File: src/rtl/l1d_cache.sv
// l1d_cache: direct-mapped write-through L1 data cache; define L1D_CACHE_EN to build the tag/data RAM (undefined: every access goes to the bus)
module l1d_cache #(
  parameter int LINES  = 128,
  parameter int ADDR_W = 27
) (
  input  logic              clk,
  input  logic              reset,
  input  logic [31:0]       cpu_addr,
  input  logic              cpu_re,
  input  logic              cpu_we,
  input  logic [31:0]       cpu_data,
  output logic [31:0]       cpu_q,
  output logic              cpu_busy,
  input  logic              hold,
  input  logic              flush,
  output logic [ADDR_W-1:0] bus_l1d_addr,
  output logic              bus_l1d_start,
  output logic [31:0]       bus_l1d_data,
  output logic              bus_l1d_we,
  input  logic [31:0]       bus_l1d_q,
  input  logic              bus_l1d_done,
  input  logic              bus_l1d_ready
);
  typedef enum logic [2:0] {IDLE, LOOKUP, BUS_REQ, BUS_WAIT, DONE, FLUSH} state_t;
  state_t            state_q, state_d;
  logic [ADDR_W-1:0] addr_q, addr_d;
  logic [31:0]       data_q, data_d, cpu_q_q, cpu_q_d;
  logic              we_q, we_d;
  logic              req, hit, flush_end;
  logic [31:0]       hit_data;
  logic              unused_ok;
  assign req          = cpu_re | cpu_we;
  assign unused_ok    = ^cpu_addr[31:ADDR_W];
  assign cpu_q        = cpu_q_q;
  assign bus_l1d_addr = addr_q;
  assign bus_l1d_data = data_q;
  assign bus_l1d_we   = we_q;
`ifdef L1D_CACHE_EN
  localparam int IDX_W = $clog2(LINES);
  localparam int TAG_W = ADDR_W - IDX_W;
  localparam int LW    = 1 + TAG_W + 32;
  localparam state_t RST_STATE = FLUSH;
  logic [LW-1:0]    mem [LINES];
  logic [LW-1:0]    rd_q, mem_w;
  logic [IDX_W-1:0] cnt_q, cnt_d, mem_a;
  logic             mem_we;
  assign hit       = rd_q[LW-1] && rd_q[LW-2 -: TAG_W] == addr_q[ADDR_W-1 -: TAG_W];
  assign hit_data  = rd_q[31:0];
  assign flush_end = cnt_q == IDX_W'(LINES - 1);
  // single RAM write port shared by the invalidation sweep, write-hit update and read-miss fill
  always_comb begin
    cnt_d  = state_q == FLUSH ? cnt_q + IDX_W'(1) : cnt_q;
    mem_a  = state_q == FLUSH ? cnt_q : addr_q[IDX_W-1:0];
    mem_w  = state_q == FLUSH ? '0 : {1'b1, addr_q[ADDR_W-1 -: TAG_W], we_q ? data_q : bus_l1d_q};
    mem_we = !reset && (state_q == FLUSH || (state_q == LOOKUP && we_q && hit) ||
                        (state_q == BUS_WAIT && bus_l1d_done && !we_q));
  end
  // line RAM; the read is issued from the incoming address while idle so LOOKUP sees it registered
  always_ff @(posedge clk) begin
    if (mem_we) mem[mem_a] <= mem_w;
    if (state_q == IDLE) rd_q <= mem[cpu_addr[IDX_W-1:0]];
  end
  // sweep index wraps back to zero at the end of every sweep
  always_ff @(posedge clk) begin
    cnt_q <= reset ? '0 : cnt_d;
  end
`else
  localparam state_t RST_STATE = IDLE;
  assign hit       = 1'b0;
  assign hit_data  = '0;
  assign flush_end = 1'b1;
`endif
  // next-state, request latching and CPU/bus handshake
  always_comb begin
    state_d       = state_q;
    addr_d        = addr_q;
    data_d        = data_q;
    we_d          = we_q;
    cpu_q_d       = cpu_q_q;
    cpu_busy      = 1'b0;
    bus_l1d_start = 1'b0;
    case (state_q)
      IDLE: begin
        cpu_busy = req & !hold;
        if (flush) state_d = FLUSH;
        else if (req && !hold) begin
          addr_d  = cpu_addr[ADDR_W-1:0];
          data_d  = cpu_data;
          we_d    = cpu_we;
          state_d = LOOKUP;
        end
      end
      LOOKUP: begin
        cpu_busy = 1'b1;
        cpu_q_d  = !we_q && hit ? hit_data : cpu_q_q;
        state_d  = !we_q && hit ? DONE : BUS_REQ;
      end
      BUS_REQ: begin
        cpu_busy      = 1'b1;
        bus_l1d_start = bus_l1d_ready & !reset;
        state_d       = bus_l1d_ready ? BUS_WAIT : BUS_REQ;
      end
      BUS_WAIT: begin
        cpu_busy = 1'b1;
        cpu_q_d  = bus_l1d_done && !we_q ? bus_l1d_q : cpu_q_q;
        state_d  = bus_l1d_done ? DONE : BUS_WAIT;
      end
      DONE: state_d = IDLE;
      FLUSH: begin
        cpu_busy = 1'b1;
        state_d  = flush_end ? IDLE : FLUSH;
      end
      default: state_d = RST_STATE;
    endcase
  end
  // state and request registers
  always_ff @(posedge clk) begin
    if (reset) begin
      state_q <= RST_STATE;
      addr_q  <= '0;
      data_q  <= '0;
      we_q    <= 1'b0;
      cpu_q_q <= '0;
    end else begin
      state_q <= state_d;
      addr_q  <= addr_d;
      data_q  <= data_d;
      we_q    <= we_d;
      cpu_q_q <= cpu_q_d;
    end
  end
endmodule

File: config.mk
export PLATFORM = sky130hd
export DESIGN_NAME = l1d_cache
export DESIGN_NICKNAME = d
export VERILOG_FILES = /design/src/rtl/l1d_cache.sv
export SDC_FILE = /design/constraint.sdc
export NUM_CORES = 1
export LEC_CHECK = 0
export ABC_AREA = 1
export CAP_MARGIN = 25
export CORE_ASPECT_RATIO = 1.75
export CORE_MARGIN = 2
export CORE_UTILIZATION = 43
export CTS_BUF_LIST = sky130_fd_sc_hd__clkbuf_16
export CTS_CLUSTER_SIZE = 24
export DETAILED_ROUTE_END_ITERATION = 10
export MAX_ROUTING_LAYER = met4
export PLACE_DENSITY = 0.89
export SLEW_MARGIN = 20
export SYNTH_ARGS = -nofsm -noshare
export SYNTH_HDL_FRONTEND = slang
export SYNTH_SLANG_ARGS = --single-unit
File: constraint.sdc
create_clock -name clk -period 2.2 [get_ports clk]
set_input_delay 0.44 -clock clk [delete_from_list [all_inputs] [get_ports clk]]
set_output_delay 0.44 -clock clk [all_outputs]
set_load 0.01 [all_outputs]
==> results.yml, run 1 <==
cts:
  cts_hold_buf: 0
  clock_latency_ns: 0.33
  cts.sinks: 95
  tritoncts: "done"
  cts_htree_levels: 3
  clock_path_buffers: 2
  path_clk_slew_ns: 0.07
  post_cts_buffers: 0
  numCtsBuffers: 9
  cts-resized-gates: 1
  root_buffer: "clkbuf_16"
final_layout:
  layout.nets: 838
  area.growth.synth_to_final_pct: 59.5
  nFillCells: 675
  diodes: 0
  instances_no_fill: 856
  drive_gt1_share_pct: 3.52
  final_core_util_pct: 70.3
sta:
  clock.fmax_ghz: 0.474
  rsz0062_at_grt: "no"
  period_minus_slack_ns: 2.11
  hold_viol_final: 0
  clock_skew_ns: 0.00507
  slew_headroom_pct: 75.8
  final.setup.tns_ns: 0
  worst_slew_pin_slew_ns: 0.364
  post-route-period-util_pct: 95.9
  setup_violations: 0
  drv_slew: 0
power_and_ir_drop:
  p_leak_nw: 2.64
  p_per_area_nw_per_um2: 753
  total_power_w: 0.00456
  ir_drop_uv: 501
synthesis:
  synthCells: 553
  ys_ff_latch: 95
  synth_area_leader_cell: "dfxtp_1"
  synth_top_area_share_pct: 50.1
  ys_seq_area_share_pct: 50.1
  syn_avg_cell_area_um2: 6.86
  ys_top_cells_by_area: "dfxtp_1 50%, nor2_1 19%, nand2_1 13%, inv_1 6.3%, o21ai_1 4.4%"
  ys.warnings.count: 0
  syn-num-nets: 657
  synth_cell_types: 18
  synth.cell_area_um2: 3800
placed_design:
  placed_cells_incl_taps: 840
  portBuffers: 192
  gp_congestion: 0.799
  dp_hpwl_um: 7910
setup_path:
  r2r_slack_ns: 0.82
  worstPathArrival_ns: 1.67
  worstSetupPathType: "input pin to output pin"
  cp_data_required_time_ns: 1.76
  cp_max_fo: 2
  end_kind: "output pin"
  crit_path_start_kind: "input pin"
global_routing:
  antenna_found_initial: 0
  grt.total_usage_pct: 22.7
  grt_pass1_vias: 3724
  gr-total-overflow: 0
  grt_first_pass_wirelength_um: 16400
  grt_max_degree: 70
floorplan:
  core_um2: 8610
  die_h_um: 128
  die_w_um: 75.0
  start_util_pct: 44.1
  rows: 45
  dieArea_um2: 9630
  ios: 198
job:
  drv_cap: 0
route:
  vias: 3879
  vias_per_cell: 4.53
  wire_per_inst_um: 12.3
  drtIter0Drc: 140
  dr.pass1.iters: 5
  ant_nets: 0
  drc: 0
  wl_um: 10600
hold_path:
  hold_class: "flip-flop to flip-flop"
status:
  status: "finished, final reports clean"
## final timing paths
path | startpoint | to | cells after the start
min reg2reg | bus_l1d_addr[21] | bus_l1d_addr[21] | 2
max | bus_l1d_ready | bus_l1d_start | 4
max reg2reg | state_q[1] | cpu_q[31] | 7
min | bus_l1d_addr[21] | bus_l1d_addr[21] | 2
## power by group
group	switching [W]	total (W)	internal, W
Sequential	0.0000810	0.00195	0.00187
Clock	0.000621	0.00160	0.000979
Combinational	0.000461	0.00101	0.000550
Total	0.00116	0.00456	0.00340
## worst max-delay path: stages
cell and delay [ns]:
clkdlybuf4s50_1 0.45, nand4_1 0.12, nor2_1 0.11, clkdlybuf4s50_1 0.54
## placed cells by master (no fill, tap or decap)
| cell | instances |
|---|---|
| clkdlybuf4s50_1 | 191 |
| nor2_1 | 190 |
| nand2_1 | 128 |
| dfxtp_1 | 95 |
| inv_1 | 67 |
| o21ai_1 | 33 |
| clkbuf_16 | 9 |
| buf_12 | 4 |
| inv_2 | 3 |
| nand3_1 | 3 |
| buf_4 | 3 |
| bufinv_16 | 2 |
| clkinv_2 | 2 |
| o21bai_1 | 1 |
| o21ai_0 | 1 |
| nand4_1 | 1 |
| nor2_4 | 1 |
| nor3_1 | 1 |
| nor2_2 | 1 |
| nand2_2 | 1 |
| a21oi_1 | 1 |
| dlygate4sd2_1 | 1 |
## through the flow
step	hold WS, ns	setup WS [ns]	area [um^2]
finish	0.481	0.0902	6060
global route	0.505	0.0418	6060
CTS	0.485	0.0944	6060
detailed placement	0.472	-0.0301	5750
global placement	0.462	-0.0520	5750
floorplan	0.481	0.857	3800
## synth_stat cells
master / instances
nand4_1: 1
nand2_1: 128
nor2_1: 190
buf_6: 14
a21oi_1: 1
nand2_2: 1
buf_2: 6
buf_1: 4
nand3_1: 3
o21ai_0: 1
dfxtp_1: 95
clkbuf_1: 5
o21bai_1: 1
inv_2: 3
o21ai_1: 33
nor2_2: 2
inv_1: 64
nor3_1: 1
## layout make-up
cell class              count  area [um^2]  area share (%)
inverters                  67          251            4.15
flip-flops and latches     95         1900            31.4
clock buffers               9          225            3.72
multi-input cells         362         1430            23.6
clock inverters             7         81.3            1.34
well taps                 117          146            2.42
repair buffers            199         2020            33.4
## logic make-up (layout without fill, tap and decap cells)
kind of cell           after synthesis  count (layout)  synth area share (%)
AND/OR/NAND/NOR                    326             326                  32.6
AO/OA/AOI/OAI                       36              36                  4.81
flip-flops                          95              95                  50.1
buffers and inverters               96             282                  12.5
## sequential cells by signal (all words and copies together) (netlist names)
register,flops
bus_l1d_data,32
cpu_q,32
bus_l1d_addr,27
state_q,3
bus_l1d_we,1
## routing by layer
layer / up-vias / global-route usage, % / share of wire (%) / routed length, um
li1: 1981 / - / - / -
met1: 1715 / 22.7 / 36 / 3800
met2: 145 / 39.6 / 53 / 5630
met3: 38 / 4.01 / 5.7 / 599
met4: 0 / 13.4 / 4.9 / 522
met5: - / - / 0 / 0
Power figures use the tool's default switching activity.
==> inputs of run 2 (changes only) <==
--- a/config.mk
+++ b/config.mk
@@ -13,9 +13,7 @@
 export CTS_BUF_LIST = sky130_fd_sc_hd__clkbuf_16
 export CTS_CLUSTER_SIZE = 24
 export DETAILED_ROUTE_END_ITERATION = 10
-export MAX_ROUTING_LAYER = met4
 export PLACE_DENSITY = 0.89
-export SLEW_MARGIN = 20
 export SYNTH_ARGS = -nofsm -noshare
 export SYNTH_HDL_FRONTEND = slang
 export SYNTH_SLANG_ARGS = --single-unit
==> results.yml, run 2 (synthesis results as in run 1) <==
setup_path:
  r2r_slack_ns: 0.83
  critPathBufInv: 2
  rr_endpoint: "cpu_q[31]"
  cp_slowest_cell: "clkdlybuf4s50_1"
  cpLargestDelayFamily: "buffers and inverters"
  cp_data_required_time_ns: 1.76
  r2r_start: "state_q[1]"
  r2r_cells: 7
  cp_max_fo: 2
  worstPathArrival_ns: 1.66
  worstSetupPathType: "input pin to output pin"
  max_stage_delay_ns: 0.54
  cpMostUsedCell: "clkdlybuf4s50_1"
  path_cells: "clkdlybuf4s50_1 > nand4_1 > nor2_1 > clkdlybuf4s50_1"
  end_kind: "output pin"
  crit_path_start_kind: "input pin"
global_routing:
  gr-total-overflow: 0
  grt_first_pass_wirelength_um: 16400
  grt.total_usage_pct: 22.2
  antenna_found_initial: 0
  grt_max_degree: 70
  grt_pass1_vias: 3729
floorplan:
  core_um2: 8610
  rows: 45
  ios: 198
  dieArea_um2: 9630
  die_h_um: 128
  die_w_um: 75.0
  start_util_pct: 44.1
cts:
  root_buffer: "clkbuf_16"
  path_clk_slew_ns: 0.07
  cts_hold_buf: 0
  numCtsBuffers: 9
  cts.sinks: 95
  clock_path_buffers: 2
  clock_latency_ns: 0.33
  cts_htree_levels: 3
  tritoncts: "done"
  post_cts_buffers: 0
final_layout:
  layout_common_cells: "191 x clkdlybuf4s50_1, 190 x nor2_1, 128 x nand2_1"
  final_area_um2: 6060
  area.growth.synth_to_final_pct: 59.5
  diodes: 0
  drive_gt1_share_pct: 3.52
  layout.nets: 838
  final_common_cell: "clkdlybuf4s50_1"
status:
  status: "finished, final reports clean"
placed_design:
  dp_hpwl_um: 7910
  portBuffers: 192
  place_area_um2: 5750
  gp_congestion: 0.788
  dpl_worst_slack_ns: -0.0301
sta:
  post-route-period-util_pct: 95.5
  period_minus_slack_ns: 2.10
  hold_ws_ns: 0.481
  hold_viol_final: 0
  rsz0062_at_grt: "no"
  final.setup.tns_ns: 0
  clock.fmax_ghz: 0.476
  setup_violations: 0
  worst_slew_pin_slew_ns: 0.366
  drv_slew: 0
  slew_headroom_pct: 75.6
  clock_skew_ns: 0.00579
  timing.final.ws_setup_ns: 0.0984
hold_path:
  hp-start: "bus_l1d_addr[21]"
  hold_end: "bus_l1d_addr[21]"
  hold_depth: 2
  hold_class: "flip-flop to flip-flop"
job:
  drv_cap: 0
power_and_ir_drop:
  ir_drop_uv: 501
  p_leak_nw: 2.64
  total_power_w: 0.00456
  p_per_area_nw_per_um2: 754
route:
  vias: 3878
  wire_per_inst_um: 12.3
  ant_nets: 0
  vias_per_cell: 4.53
  wl_um: 10600
  drtIter0Drc: 168
  drc: 0
  dr.pass1.iters: 4
run 2: cell counts in the layout (fill, tap and decap cells not counted):
No cell type changed its count.
run 2: worst max path at each step:
stage	cells past startpoint	slack (ns)	startpoint	endpoint
floorplan	4	0.86	cpu_we	cpu_busy
global placement	6	-0.05	cpu_we	cpu_busy
detailed placement	6	-0.03	cpu_we	cpu_busy
CTS	4	0.09	bus_l1d_ready	bus_l1d_start
global route	4	0.04	bus_l1d_ready	bus_l1d_start
finish	4	0.1	bus_l1d_ready	bus_l1d_start
run 2: timing repair:
item | 4_1_cts | 5_1_grt
setup endpoints to repair | 1 | 0
hold endpoints to repair | 0 | 0
resized for setup | 1 | 0
run 2: metrics by stage:
stage               instances  util, %
floorplan                 553        -
global placement          840     66.8
detailed placement        840     66.8
CTS                       856     70.3
global route              856     70.3
finish                    856     70.3
run 2: worst min-delay path: stages, from the launching register on:
cell and delay [ns]:
dfxtp_1 0.32, nor2_1 0.05, nor2_1 0.08
run 2: layout make-up:
cell class / count / area [um^2]
fill: 675 / 2560
inverter: 67 / 251
clock inverter: 7 / 81.3
sequential: 95 / 1900
clock buffer: 9 / 225
multi-input combinational: 362 / 1430
tap: 117 / 146
timing repair buffer: 199 / 2020
run 2: layer usage:
layer  up-vias  track usage (%)  wire, um  share of wire (%)
li1       1982                -         -                  -
met3        35             4.48       630                6.0
met2       143             39.7      5670                 54
met1      1718             22.3      3760                 36
met5         -                0         0                  0
met4         0             14.0       485                4.6
run 2: power breakdown:
| part | switching, W | internal [W] |
|---|---|---|
| Sequential | 0.0000814 | 0.00187 |
| Clock | 0.000622 | 0.000979 |
| Combinational | 0.000460 | 0.000550 |
==> inputs of run 3 (changes only) <==
--- a/config.mk
+++ b/config.mk
@@ -9,11 +9,11 @@
 export CAP_MARGIN = 25
 export CORE_ASPECT_RATIO = 1.75
 export CORE_MARGIN = 2
-export CORE_UTILIZATION = 43
+export CORE_UTILIZATION = 35
 export CTS_BUF_LIST = sky130_fd_sc_hd__clkbuf_16
 export CTS_CLUSTER_SIZE = 24
 export DETAILED_ROUTE_END_ITERATION = 10
-export PLACE_DENSITY = 0.89
+export PLACE_DENSITY = 0.75
 export SYNTH_ARGS = -nofsm -noshare
 export SYNTH_HDL_FRONTEND = slang
 export SYNTH_SLANG_ARGS = --single-unit
==> results.yml, run 3 (synthesis results as in run 1) <==
final_layout:
  area.growth.synth_to_final_pct: 59.0
  final_core_util_pct: 56.8
  instances_no_fill: 869
  layout.nets: 838
  diodes: 0
  nFillCells: 999
  layout_common_cells: "191 x clkdlybuf4s50_1, 190 x nor2_1, 128 x nand2_1"
  final_common_cell: "clkdlybuf4s50_1"
  drive_gt1_share_pct: 3.52
setup_path:
  max_stage_delay_ns: 0.54
  worstSetupPathType: "input pin to output pin"
  cpLargestDelayFamily: "buffers and inverters"
  cp_slowest_cell: "clkdlybuf4s50_1"
  critPathBufInv: 2
  crit_path_start_kind: "input pin"
  cpMostUsedCell: "clkdlybuf4s50_1"
  cp_data_required_time_ns: 1.76
  cp_max_fo: 2
  worstPathArrival_ns: 1.66
  path_cells: "clkdlybuf4s50_1 > nand4_1 > nor2_1 > clkdlybuf4s50_1"
  end_kind: "output pin"
cts:
  path_clk_slew_ns: 0.06
  clock_path_buffers: 2
  clock_latency_ns: 0.33
  cts.sinks: 95
  root_buffer: "clkbuf_16"
  numCtsBuffers: 9
  cts_htree_levels: 3
  tritoncts: "done"
  post_cts_buffers: 0
placed_design:
  gp_congestion: 0.813
  placed_cells_incl_taps: 853
  dpl_worst_slack_ns: 0.0153
  dp_hpwl_um: 7670
  portBuffers: 192
global_routing:
  grt.total_usage_pct: 17.7
  grt_first_pass_wirelength_um: 16000
  antenna_found_initial: 0
  gr-total-overflow: 0
  grt_pass1_vias: 3560
  grt_max_degree: 66
floorplan:
  die_w_um: 82.7
  rows: 50
  ios: 198
  core_um2: 10600
  dieArea_um2: 11700
  die_h_um: 142
  start_util_pct: 35.7
sta:
  period_minus_slack_ns: 2.10
  timing.final.ws_setup_ns: 0.100
  slew_headroom_pct: 73.7
  worst_slew_pin_slew_ns: 0.395
  rsz0062_at_grt: "no"
  clock_skew_ns: 0.00564
  final.setup.tns_ns: 0
  clock.fmax_ghz: 0.476
  hold_viol_final: 0
  drv_slew: 0
  setup_violations: 0
  post-route-period-util_pct: 95.4
route:
  drtIter0Drc: 75
  vias: 3796
  vias_per_cell: 4.37
  wire_per_inst_um: 12.0
  wl_um: 10400
  dr.pass1.iters: 4
  drc: 0
  ant_nets: 0
power_and_ir_drop:
  ir_drop_uv: 409
  p_per_area_nw_per_um2: 720
  p_leak_nw: 2.61
job:
  drv_cap: 0
status:
  status: "finished, final reports clean"
hold_path:
  hold_class: "flip-flop to flip-flop"
==> run 3: changes by cell type in the layout (fill, tap and decap cells not counted), moves of 2 or more <==
| cell | delta |
|---|---|
| inv_1 | -2 |
| bufinv_16 | -2 |
| clkinv_1 | +2 |
| clkinv_4 | +2 |
==> run 3: worst paths after layout <==
path / slack (ns) / from / depth (start not counted) / end
min: 0.48 / bus_l1d_addr[23] / 2 / bus_l1d_addr[23]
max reg2reg: 0.79 / state_q[1] / 6 / cpu_q[11]
max: 0.10 / bus_l1d_ready / 4 / bus_l1d_start
min reg2reg: 0.48 / bus_l1d_addr[23] / 2 / bus_l1d_addr[23]
==> run 3: what timing repair did <==
| item | CTS | global route |
|---|---|---|
| hold buffers | 0 | 0 |
| gates resized for setup | 0 | 1 |
| setup endpoints to repair | 0 | 1 |
==> run 3: power by group <==
part           total, W  internal, W  switching (W)
Sequential      0.00195      0.00187      0.0000789
Combinational   0.00101     0.000553       0.000456
Clock           0.00139     0.000756       0.000634
==> run 3: area by class of cell <==
class	instances	area [um^2]	share of cell area [%]
clock buffers	9	225	3.73
clock inverters	7	41.3	0.684
inverters	67	251	4.17
multi-input cells	362	1430	23.6
flip-flops and latches	95	1900	31.5
well taps	130	163	2.69
repair buffers	199	2030	33.6
==> run 3: per-stage QoR <==
step / total power [W] / hold WS [ns] / area, um^2
6_report: 0.00435 / 0.480 / 6040
3_5_place_dp: 0.00300 / 0.472 / 5770
5_1_grt: 0.00459 / 0.499 / 6040
4_1_cts: 0.00442 / 0.485 / 6030
2_1_floorplan: 0.00248 / 0.481 / 3800
3_3_place_gp: 0.00297 / 0.463 / 5770
==> run 3: per-layer routing <==
metal  global-route usage [%]  up-vias  routed length, um
met2                     32.5      134               5520
met3                     4.13       31                705
met1                     17.3     1655               3740
met4                     9.75        0                444
li1                         -     1976                  -
met5                        0        -                  0
==> run 3: worst reg2reg max path: stages, from the launching register on <==
cell and delay, ns:
dfxtp_1 0.40, nand2_1 0.11, nor2_2 0.17, nand2_2 0.08, buf_4 0.26, o21ai_1 0.23, nor2_1 0.06
